[config.mk]
export PLATFORM = sky130hd
export DESIGN_NAME = lsu_ctrl
export DESIGN_NICKNAME = d
export VERILOG_FILES = /design/src/rtl/lsu_pkg.sv /design/src/rtl/lsu_extend.sv /design/src/rtl/lsu_ctrl.sv
export SDC_FILE = /design/constraint.sdc
export NUM_CORES = 1
export LEC_CHECK = 0
export ABC_AREA = 1
export CORE_ASPECT_RATIO = 1.4
export CORE_MARGIN = 5
export CORE_UTILIZATION = 62
export DETAILED_ROUTE_END_ITERATION = 6
export DONT_BUFFER_PORTS = 1
export HOLD_SLACK_MARGIN = 0.15
export PLACE_DENSITY = 0.75
export SYNTH_ARGS = -nofsm -noshare
export SYNTH_HDL_FRONTEND = slang
export SYNTH_SLANG_ARGS = --single-unit
[constraint.sdc]
create_clock -name clk -period 21.9 [get_ports clk]
set_input_delay 6.57 -clock clk [delete_from_list [all_inputs] [get_ports clk]]
set_output_delay 6.57 -clock clk [all_outputs]
set_load 0.01 [all_outputs]
[src/rtl/lsu_pkg.sv]
// Shared types and constants for the load/store unit: FSM states, funct3 codes,
// memory size codes and funct3 legality/size helpers.
package lsu_pkg;

  typedef enum logic [1:0] {
    IDLE  = 2'd0,
    CHECK = 2'd1,
    WAIT  = 2'd2,
    RESP  = 2'd3
  } state_t;

  localparam logic [2:0] F3_B  = 3'b000;
  localparam logic [2:0] F3_H  = 3'b001;
  localparam logic [2:0] F3_W  = 3'b010;
  localparam logic [2:0] F3_BU = 3'b100;
  localparam logic [2:0] F3_HU = 3'b101;

  localparam logic [1:0] SZ_B = 2'b00;
  localparam logic [1:0] SZ_H = 2'b01;
  localparam logic [1:0] SZ_W = 2'b10;

  // Stores have no unsigned variants, so only B/H/W are legal for them.
  function automatic logic f3_legal(input logic we, input logic [2:0] f3);
    logic ok;
    case (f3)
      F3_B, F3_H, F3_W: ok = 1'b1;
      F3_BU, F3_HU:     ok = ~we;
      default:          ok = 1'b0;
    endcase
    return ok;
  endfunction

  function automatic logic [1:0] f3_size(input logic [2:0] f3);
    logic [1:0] sz;
    case (f3)
      F3_B, F3_BU: sz = SZ_B;
      F3_H, F3_HU: sz = SZ_H;
      default:     sz = SZ_W;
    endcase
    return sz;
  endfunction

endpackage

[src/rtl/lsu_extend.sv]
// Combinational load-data extender: sign/zero extends right-justified memory data
// according to the load funct3.
module lsu_extend
  import lsu_pkg::*;
#(
  parameter int XLEN = 32
) (
  input  logic [2:0]      funct3,
  input  logic [XLEN-1:0] raw,
  output logic [XLEN-1:0] data
);

  // Select extension mode from funct3.
  always_comb begin
    data = raw;
    case (funct3)
      F3_B:    data = {{(XLEN-8){raw[7]}}, raw[7:0]};
      F3_H:    data = {{(XLEN-16){raw[15]}}, raw[15:0]};
      F3_BU:   data = {{(XLEN-8){1'b0}}, raw[7:0]};
      F3_HU:   data = {{(XLEN-16){1'b0}}, raw[15:0]};
      default: data = raw;
    endcase
  end

endmodule

[src/rtl/lsu_ctrl.sv]
// Load/store unit: one request at a time, fixed memory latency, extended load return.
// Optional LSU_MISALIGN_TRAP_EN: misaligned accesses error out instead of being force-aligned.
module lsu_ctrl
  import lsu_pkg::*;
#(
  parameter int MEM_LAT = 1,
  parameter int XLEN    = 32
) (
  input  logic            clk,
  input  logic            rst,
  input  logic            req_valid,
  output logic            req_ready,
  input  logic            req_we,
  input  logic [2:0]      req_funct3,
  input  logic [XLEN-1:0] req_addr,
  input  logic [XLEN-1:0] req_wdata,
  input  logic [4:0]      req_rd,
  output logic            resp_valid,
  output logic [XLEN-1:0] resp_data,
  output logic [4:0]      resp_rd,
  output logic            resp_err,
  output logic            mem_en,
  output logic            mem_wen,
  output logic [XLEN-1:0] mem_addr,
  output logic [1:0]      mem_size,
  output logic [XLEN-1:0] mem_wdata,
  input  logic [XLEN-1:0] mem_rdata
);

  localparam logic [3:0] LAT_INIT = 4'(MEM_LAT);

  state_t          state, state_next;
  logic            we_q;
  logic [2:0]      f3_q;
  logic [XLEN-1:0] addr_q;
  logic [XLEN-1:0] wdata_q;
  logic [4:0]      rd_q;
  logic            err_q;
  logic [3:0]      cnt;
  logic [XLEN-1:0] rdata_q;

  logic [1:0]      size_d;
  logic            bad_d;
  logic [XLEN-1:0] addr_d;
  logic [XLEN-1:0] wdata_d;
  logic [XLEN-1:0] ext_data;

  lsu_extend #(.XLEN(XLEN)) u_extend (
    .funct3 (f3_q),
    .raw    (rdata_q),
    .data   (ext_data)
  );

  // Decode of the latched request, consumed in CHECK.
  always_comb begin
    size_d  = f3_size(f3_q);
    addr_d  = addr_q;
    wdata_d = wdata_q;
    case (size_d)
      SZ_B: wdata_d = {{(XLEN-8){1'b0}}, wdata_q[7:0]};
      SZ_H: begin
        wdata_d = {{(XLEN-16){1'b0}}, wdata_q[15:0]};
        addr_d  = {addr_q[XLEN-1:1], 1'b0};
      end
      default: addr_d = {addr_q[XLEN-1:2], 2'b00};
    endcase
`ifdef LSU_MISALIGN_TRAP_EN
    if (size_d == SZ_H) begin
      bad_d = ~f3_legal(we_q, f3_q) | addr_q[0];
    end else if (size_d == SZ_W) begin
      bad_d = ~f3_legal(we_q, f3_q) | (addr_q[1:0] != 2'b00);
    end else begin
      bad_d = ~f3_legal(we_q, f3_q);
    end
`else
    bad_d = ~f3_legal(we_q, f3_q);
`endif
  end

  // Next-state logic.
  always_comb begin
    state_next = state;
    case (state)
      IDLE: begin
        if (req_valid && req_ready) state_next = CHECK;
        else                        state_next = IDLE;
      end
      CHECK: begin
        if (bad_d) state_next = RESP;
        else       state_next = WAIT;
      end
      WAIT: begin
        if (cnt <= 4'd1) state_next = RESP;
        else             state_next = WAIT;
      end
      RESP:    state_next = IDLE;
      default: state_next = IDLE;
    endcase
  end

  // State register plus all registered outputs and request/response datapath.
  always_ff @(posedge clk or posedge rst) begin
    if (rst) begin
      state      <= IDLE;
      req_ready  <= 1'b1;
      we_q       <= 1'b0;
      f3_q       <= 3'd0;
      addr_q     <= '0;
      wdata_q    <= '0;
      rd_q       <= 5'd0;
      err_q      <= 1'b0;
      cnt        <= 4'd0;
      rdata_q    <= '0;
      resp_valid <= 1'b0;
      resp_data  <= '0;
      resp_rd    <= 5'd0;
      resp_err   <= 1'b0;
      mem_en     <= 1'b0;
      mem_wen    <= 1'b0;
      mem_addr   <= '0;
      mem_size   <= 2'b00;
      mem_wdata  <= '0;
    end else begin
      state      <= state_next;
      req_ready  <= (state_next == IDLE);
      mem_en     <= 1'b0;
      mem_wen    <= 1'b0;
      resp_valid <= 1'b0;
      resp_data  <= '0;
      resp_rd    <= 5'd0;
      resp_err   <= 1'b0;
      case (state)
        IDLE: begin
          if (req_valid && req_ready) begin
            we_q    <= req_we;
            f3_q    <= req_funct3;
            addr_q  <= req_addr;
            wdata_q <= req_wdata;
            rd_q    <= req_rd;
          end
        end
        CHECK: begin
          err_q <= bad_d;
          if (!bad_d) begin
            mem_en    <= 1'b1;
            mem_wen   <= we_q;
            mem_addr  <= addr_d;
            mem_size  <= size_d;
            mem_wdata <= wdata_d;
            cnt       <= LAT_INIT;
          end
        end
        WAIT: begin
          cnt <= cnt - 4'd1;
          if (cnt <= 4'd1) rdata_q <= mem_rdata;
        end
        RESP: begin
          resp_valid <= 1'b1;
          resp_err   <= err_q;
          if (!err_q && !we_q) begin
            resp_data <= ext_data;
            resp_rd   <= rd_q;
          end
        end
        default: ;
      endcase
    end
  end

endmodule

==> results.md <==
- Outcome: finished clean
- Number of gates resized after cts: 0
- Ports: 216
- Worst-margin pin slew: 1.060 ns
- Pwr dens: 150.4 nW/um^2
- Clk_skew: 0.01445 ns
- Number of flops mapped to enable cells by yosys: 0
- Total wire length: 16520 um
- Die Height: 146.5 um
- Final TNS setup: 0 ns
- Unique masters post-synth: 23
- Setup-failing EPs final: 0
- Met2 Usage GRT: 0.3462
- Inst Count DP: 956
- Vias in the first global route: 5371
- Routability cong.: 0.7953
- DRC: 0
- Critical Path Fanout Max: 97
- Critical-path cell list: nand3_4 -> buf_4 -> mux2_2
- Worst vdd ir: 86.99 uV
- Cell with the most instances after synthesis: dfrtp_1
- Initial antenna violation count: 1
- CORE AREA: 13200 sq um
- RSZ-0062 raised after global routing: no
- Die X: 107.5 um
- Global-route wire length before repair: 27090 um
- Post-synthesis register bit count: 220
- CTS Buf Count: 20
- Tot GR Track Use: 0.2117
- DIE AREA: 15750 sq um
- Critical path capture point type: flop
- Async set-reset flop share out of synthesis: 1.000
- Setup bufs post-CTS: 0
- Final min period: 7.743 ns
- MaxCap Viol Count: 0
- WP data arrival: 8.10 ns
- Post-Syn Nets: 924
- Via count: 5219
- CP Class: input pin to flop
- Post-CTS Hold Fix Bufs: 0
- Fin nets: 911
- Seq/Total Area, Yosys: 0.6673
- Mean routed wirelength per cell: 16.64 um
- Leakage: 4.670 nW
- CP Buf/Inv Count: 1
- YS warnings: 0
- Worst slew margin: 0.2926
- # clock sinks: 220
- F_max: 129.1 MHz
- Grt met1 use: 0.2603
- Post-synth top area share: 0.6641
- Total grt overflow: 0
- Layout cell share with drive strength beyond 1: 0.08272
- Largest net degree at the start of global routing: 142
- Synthesized cell area: 8252 sq um
- GR peak layer: met2
- Non-Filler Instances: 993
- CP top delay family: buffers and inverters
- Synth top cells by count: dfrtp_1, nand2_1, nor2_1, inv_1, o21ai_0
- Via-per-instance ratio: 5.256
- Clock transition at path regs: 0.06 ns
- P&R area growth vs syn: 8.491%
- # H-tree levels: 1
- Endpoints failing hold: 0
- Crit share post-route: 0.3536
- Critical path launch point type: input pin
- Req. time, crit path: 22.26 ns
- Final Util: 0.6782
- GR Util met3: 0.08492
- IO Port Bufs: 0
- Maximum buffer depth of the clock tree: 3
- Initial Util: 0.6251
- Syn Area/Cell: 10.20 sq um
- Skew-Pair Late Insertion Delay: 0.48 ns
- Worst path max stage delay: 0.76 ns
- Max-slew violation count: 0
- Synth area leaders: dfrtp_1, nand2_1, nor2_1
- Largest area contributor in the netlist: dfrtp_1
- CP max stage cell: buf_4
- CTS tree: built
- Fill cells: 987
- DRT iter0 DRCs: 278
- CTS Root Cell: clkbuf_16
- Hpwl dp: 11200 um
- Post-synthesis cell count: 809
- Ys flop type: dfrtp_1
- Min-Delay Path Class: flop to flop
- Pre-antenna DRT Iters: 4
- # rows: 50
- Antenna Nets Post-Route: 0
placed cells by master (no fill, tap or decap), drive strengths merged:
cell type and n:
ha 7, a21oi 65, clkinv 4, mux2 20, and2 1, nand3 9, clkbuf 30, inv 99
bufinv 1, or2 2, dfrtp 219, o21ai 86, diode 1, nor2 126, clkinvlp 1, buf 2
dfstp 1, nand2 137
worst register-to-register path, stage by stage (launching register included):
cell     delay [ns]
dfrtp_1        0.38
inv_1          0.09
ha_1           0.24
nand3_4        0.30
buf_4          0.77
mux2_2         0.46
cell families (layout without fill, tap and decap cells):
logic type,count (synthesis),count (layout),share of synthesized area
other cells,0,1,0
fa+ha+maj,7,7,0.01061
simple gates,275,275,0.1283
mux,20,20,0.02729
compound gates,151,151,0.09250
buf+inv,136,137,0.07399
flops,220,220,0.6673
final timing paths:
path / endpoint / cells after the start / startpoint / slack, ns
worst max-delay path: wdata_q[16]$_DFFE_PP0P_ / 3 / req_valid / 14.16
worst min-delay path: mem_wdata[7]$_DFFE_PP0P_ / 2 / wdata_q[7]$_DFFE_PP0P_ / 0.47
worst max register to register: wdata_q[16]$_DFFE_PP0P_ / 5 / state[0]$_DFF_PP0_ / 19.54
worst min register to register: mem_wdata[7]$_DFFE_PP0P_ / 2 / wdata_q[7]$_DFFE_PP0P_ / 0.47
max in group asynchronous: mem_wdata[28]$_DFFE_PP0P_ / 2 / rst / 14.20
min in group asynchronous: resp_data[3]$_DFF_PP0_ / 1 / rst / 6.14
per-stage QoR:
| step | instance area, sq um | hold slack, ns | setup slack, ns | total power (W) |
|---|---|---|---|---|
| floorplan | 8252 | 0.4330 | 9.311 | 0.0009315 |
| global placement | 8283 | 0.4472 | 13.68 | 0.0009839 |
| detailed placement | 8283 | 0.4559 | 13.59 | 0.001014 |
| CTS | 8950 | 0.4714 | 14.11 | 0.001364 |
| global route | 8952 | 0.4807 | 13.85 | 0.001448 |
| finish | 8952 | 0.4692 | 14.16 | 0.001346 |
flip-flops by register name (all words and copies together), names as in the netlist:
name / cells
mem_addr: 32
state: 2
mem_size: 2
addr_q: 32
resp_err: 1
cnt: 4
rdata_q: 32
mem_en: 1
f3_q: 3
resp_data: 32
err_q: 1
mem_wen: 1
wdata_q: 32
mem_wdata: 32
resp_rd: 5
resp_valid: 1
req_ready: 1
we_q: 1
rd_q: 5
area by class of cell:
| type | instances | area [sq um] | share of cell area |
|---|---|---|---|
| well taps | 182 | 227.7 | 0.02544 |
| diodes | 1 | 2.502 | 0.0002795 |
| inverters | 99 | 379.1 | 0.04235 |
| clock buffers | 30 | 609.3 | 0.06806 |
| multi-input cells | 453 | 2155 | 0.2407 |
| clock inverters | 6 | 57.56 | 0.006429 |
| repair buffers | 2 | 15.01 | 0.001677 |
| flip-flops and latches | 220 | 5507 | 0.6151 |
routing by layer:
metal	wire, um	up-vias	part of all wire
met4	367	0	0.022
met1	6150	2520	0.37
li1	-	2478	-
met3	1809	24	0.11
met2	8195	197	0.50
met5	0	-	0
where the power goes:
| group | internal, W | switching (W) |
|---|---|---|
| Sequential | 0.000572 | 0.000123 |
| Clock | 0.000204 | 0.000141 |
| Combinational | 0.000113 | 0.000194 |
| Total | 0.000889 | 0.000457 |
No activity file was read; power rests on OpenSTA's default activity.
